[config.mk]
export PLATFORM = sky130hd
export DESIGN_NAME = tdm_demux_1to4
export DESIGN_NICKNAME = d
export VERILOG_FILES = /design/src/rtl/tdm_demux_1to4.sv
export SDC_FILE = /design/constraint.sdc
export NUM_CORES = 1
export LEC_CHECK = 0
export ABC_AREA = 0
export ABC_CLOCK_PERIOD_IN_PS = 1300
export CELL_PAD_IN_SITES_DETAIL_PLACEMENT = 1
export CELL_PAD_IN_SITES_GLOBAL_PLACEMENT = 1
export CORE_MARGIN = 4
export CORE_UTILIZATION = 37
export CTS_BUF_LIST = sky130_fd_sc_hd__clkbuf_16
export DETAILED_ROUTE_END_ITERATION = 16
export PLACE_DENSITY_LB_ADDON = 0.25
export SYNTH_ARGS = -nofsm -noshare
export SYNTH_HDL_FRONTEND = slang
export SYNTH_SLANG_ARGS = --single-unit
[constraint.sdc]
create_clock -name clk -period 1.3 [get_ports clk]
set_input_delay 0.26 -clock clk [delete_from_list [all_inputs] [get_ports clk]]
set_output_delay 0.26 -clock clk [all_outputs]
set_load 0.01 [all_outputs]
[src/rtl/tdm_demux_1to4.sv]
// tdm_demux_1to4: receive side of a 4:1 time-division channel link.
// Samples arrive one per in_valid beat. fsync marks the slot-0 beat. The
// samples are collected into shadow registers and copied out as one frame
// when slot 3 arrives. Alignment loss is detected, flagged and recovered.
module tdm_demux_1to4 #(
   parameter int WIDTH = 1
) (
   input  logic             clk,
   input  logic             rst_n,
   input  logic             in_valid,
   input  logic [WIDTH-1:0] in_data,
   input  logic             fsync,
   output logic [WIDTH-1:0] out0,
   output logic [WIDTH-1:0] out1,
   output logic [WIDTH-1:0] out2,
   output logic [WIDTH-1:0] out3,
   output logic             out_valid,
   output logic [1:0]       slot,
   output logic             locked,
   output logic             sync_err
);

   // HUNT waits for fsync. LOCKED tracks slots and expects fsync only on slot 0.
   typedef enum logic {
      ST_HUNT   = 1'b0,
      ST_LOCKED = 1'b1
   } state_t;

   state_t           state_q, state_d;
   logic [1:0]       slot_q, slot_d;
   logic [WIDTH-1:0] sh_q  [3];
   logic [WIDTH-1:0] sh_d  [3];
   logic [WIDTH-1:0] out_q [4];
   logic [WIDTH-1:0] out_d [4];
   logic             out_valid_q, out_valid_d;
   logic             sync_err_q, sync_err_d;

   // Beat qualification. fsync has no meaning without in_valid.
   logic beat_sync;
   logic beat_plain;

   assign beat_sync  = in_valid & fsync;
   assign beat_plain = in_valid & ~fsync;

   // Next-state logic: decode the beat against the state and the expected slot.
   always_comb begin
      state_d     = state_q;
      slot_d      = slot_q;
      sh_d        = sh_q;
      out_d       = out_q;
      out_valid_d = 1'b0;
      sync_err_d  = 1'b0;

      unique case (state_q)
         ST_HUNT: begin
            // Beats without fsync are dropped. The slot counter stays at 0.
            if (beat_sync) begin
               sh_d[0] = in_data;
               slot_d  = 2'd1;
               state_d = ST_LOCKED;
            end
         end

         ST_LOCKED: begin
            if (beat_sync) begin
               // fsync always starts a new frame. If it arrives on slot 1..3,
               // the frame in progress is dropped and an error is flagged. The
               // outputs are not touched, so a partial frame never appears there.
               if (slot_q != 2'd0) begin
                  sync_err_d = 1'b1;
               end
               sh_d[0] = in_data;
               slot_d  = 2'd1;
            end else if (beat_plain) begin
               unique case (slot_q)
                  2'd0: begin
                     // fsync was expected on this beat. Drop the beat and return to HUNT.
                     sync_err_d = 1'b1;
                     state_d    = ST_HUNT;
                     slot_d     = 2'd0;
                  end
                  2'd1: begin
                     sh_d[1] = in_data;
                     slot_d  = 2'd2;
                  end
                  2'd2: begin
                     sh_d[2] = in_data;
                     slot_d  = 2'd3;
                  end
                  2'd3: begin
                     // Frame complete. Slot 3 goes straight to out3 on this edge.
                     out_d[0]    = sh_q[0];
                     out_d[1]    = sh_q[1];
                     out_d[2]    = sh_q[2];
                     out_d[3]    = in_data;
                     out_valid_d = 1'b1;
                     slot_d      = 2'd0;
                  end
                  default: begin
                     slot_d = 2'd0;
                  end
               endcase
            end
         end

         default: begin
            state_d = ST_HUNT;
            slot_d  = 2'd0;
         end
      endcase
   end

   // Control registers: state, slot counter and the one-cycle status pulses.
   always_ff @(posedge clk or negedge rst_n) begin
      if (!rst_n) begin
         state_q     <= ST_HUNT;
         slot_q      <= 2'd0;
         out_valid_q <= 1'b0;
         sync_err_q  <= 1'b0;
      end else begin
         state_q     <= state_d;
         slot_q      <= slot_d;
         out_valid_q <= out_valid_d;
         sync_err_q  <= sync_err_d;
      end
   end

   // Data registers: the shadow bank for the frame in progress and the output bank.
   always_ff @(posedge clk or negedge rst_n) begin
      if (!rst_n) begin
         for (int i = 0; i < 3; i++) begin
            sh_q[i] <= '0;
         end
         for (int i = 0; i < 4; i++) begin
            out_q[i] <= '0;
         end
      end else begin
         for (int i = 0; i < 3; i++) begin
            sh_q[i] <= sh_d[i];
         end
         for (int i = 0; i < 4; i++) begin
            out_q[i] <= out_d[i];
         end
      end
   end

   assign out0      = out_q[0];
   assign out1      = out_q[1];
   assign out2      = out_q[2];
   assign out3      = out_q[3];
   assign out_valid = out_valid_q;
   assign sync_err  = sync_err_q;
   assign slot      = slot_q;
   assign locked    = (state_q == ST_LOCKED);

endmodule

==> run metrics <==
worst skew pair latency 240 ps; I/O Buffers 13; Seq/Total Area, Yosys 0.5074; CTS tree built; worst min path class primary input to asynchronous set/reset pin; I/O pin cnt 14; Ys Warns 0; DIE WIDTH 48.00 um; DRC violations left 0; post-synthesis cell area 591.8 sq um; Fmax achieved 778.0 MHz; GRT overflow 0; Seq cells post-synth 12; Die Y 48.00 um; Most flops, register sh_q; # Max-Cap Violations 0; Starting DRT DRC Count 3; first-pass GRT wire length 2.063 mm; worst slew pin tran 316.1 ps; Initial Utilization 0.3929; Crit Path Class flip-flop to flip-flop; CTS Sinks 12; row count 14; Post-DP Area 784.5 sq um; die area 0.002304 sq mm; Mapped Cells 46; RSZ-0062 raised after global routing true; synthesis-to-layout area growth 53.28%; post-route setup slack 14.68 ps; drt first pass iters 3; outcome finished, final reports clean; H-tree levels 1; max-slew violations 0; worst reg2reg setup slack 10 ps; Worst R2R Path Depth 4; Setup crit end kind flip-flop; Via Count 428; Routed Antenna Nets 0; largest net degree at the start of global routing 13; Synth area leader dfrtp_1; slew margin rel. 0.7889; Synth area leaders dfrtp_1, mux2_2, ha_1, nand4b_4, nand4b_1; clock root buffer clkbuf_16; clk slew on worst S/H paths 40 ps; Final Routed Wirelength 1.270 mm; Avg Inst Size Synth 12.87 sq um; VDD IR max 0.9146 mV; maximum root-to-sink buffer count 2; CTS buffer count 3; critical path startpoint category flip-flop; Core Box Area 0.001506 sq mm; PwrDens 2185 mW/mm^2; Layout fillers 163; Leakage Power 0.4764 nW; post-synth cell types 16; Tmin final 1285 ps; Avg WL per Cell 14.77 um; vias in the first global route 444; Design Area, Final 907.1 sq um; Fin. Hold Viols 0; GRT Overall Usage 0.1350; Clock Skew 3.445 ps; Via-to-Cell Ratio 4.977; Crit path arrival time 1400 ps; period utilisation layout 0.9887; max reg flops 3; DP HPWL 927.6 um; total power 0.001982 W; ANT cells 0; share of layout cells above drive strength 1 0.3571; setup TNS 0 ps; initial antenna violation count 0; CP required 1420 ps; utilization after layout 0.6022; Worst Path Max Fanout 4; final setup violation count 0; hold-fix buffer count after cts 0; Synth Net Count 57; RePlAce Congestion 0.6535; DP Worst Slack -213.5 ps; Nets 82; Synth top area share 0.5074
==> logic make-up after synthesis <==
logic type	after synthesis	synth area share
AND/OR/NAND/NOR	12	0.1459
multiplexers	7	0.1332
adder cells (fa/ha/maj)	6	0.1268
flip-flops	12	0.5074
AO/OA/AOI/OAI	4	0.05074
buffers and inverters	5	0.03594
==> power breakdown <==
part,switching [W],total (W),internal [W]
Clock,0.000152,0.000556,0.000404
Sequential,0.000106,0.000629,0.000523
Combinational,0.000349,0.000797,0.000448
Total,0.000607,0.00198,0.00138
==> Yosys cell counts, drive strengths merged <==
master,number
nor2,2
nand2b,1
ha,6
a211oi,1
nor4bb,1
nand2,3
nor3,2
o21ai,1
mux2,7
buf,2
nand4b,3
inv,3
dfrtp,12
o2bb2ai,1
a22o,1
==> per-layer routing <==
| metal | GRT usage | wire length [um] | vias up |
|---|---|---|---|
| li1 | - | - | 213 |
| met1 | 0.1909 | 645 | 206 |
| met2 | 0.1900 | 573 | 9 |
| met3 | 0.03383 | 50 | 0 |
| met4 | 0.06452 | 0 | 0 |
| met5 | 0 | 0 | - |
==> worst paths after layout <==
path                       endpoint  startpoint
min reg2reg                    out0     sh_q[2]
min                          locked       rst_n
max                         sh_q[1]     slot[0]
max reg2reg                 sh_q[1]     slot[0]
min in group clk               out0     sh_q[2]
max in group asynchronous   slot[1]       rst_n
==> cell type report <==
type	count	area [sq um]	share of cell area
Multi-Input combinational cell	29	304.0	0.3352
Clock inverter	1	3.754	0.004138
Inverter	3	11.26	0.01241
Sequential cell	12	301.5	0.3324
Timing Repair Buffer	22	191.4	0.2110
Tap cell	16	20.02	0.02207
Clock buffer	3	75.07	0.08276
==> what timing repair did <==
item                                    4_1_cts  5_1_grt
endpoints found under the setup margin        9       10
resized for setup                            11       10
setup buffers                                 1        1
pin swaps                                     0        1
==> through the flow <==
step	instances	hold slack, ps
6_report	86	323.7
5_1_grt	86	338.0
4_1_cts	85	332.1
3_5_place_dp	80	494.8
3_3_place_gp	80	488.0
2_1_floorplan	46	-35.59
==> critical path: stages (launching register included) <==
cell	delay (ps)
dfrtp_1	400
buf_6	140
ha_1	190
nand4b_1	100
mux2_2	330
==> cells in the final DEF, fill, tap and decap left out <==
cell,count
dfrtp_1,11
buf_4,9
dlygate4sd2_1,8
ha_1,5
mux2_4,4
nand2_1,3
mux2_2,3
clkbuf_16,3
clkdlybuf4s50_1,3
inv_1,2
nor2_1,2
nor3_1,2
nand4b_1,2
inv_2,1
a22o_1,1
a211oi_1,1
nand4b_4,1
nor4bb_1,1
o21ai_0,1
nand2b_1,1
o2bb2ai_2,1
ha_4,1
clkinv_1,1
dlymetal6s2s_1,1
buf_6,1
dfrtp_2,1
(Power assumes the default switching activity.)
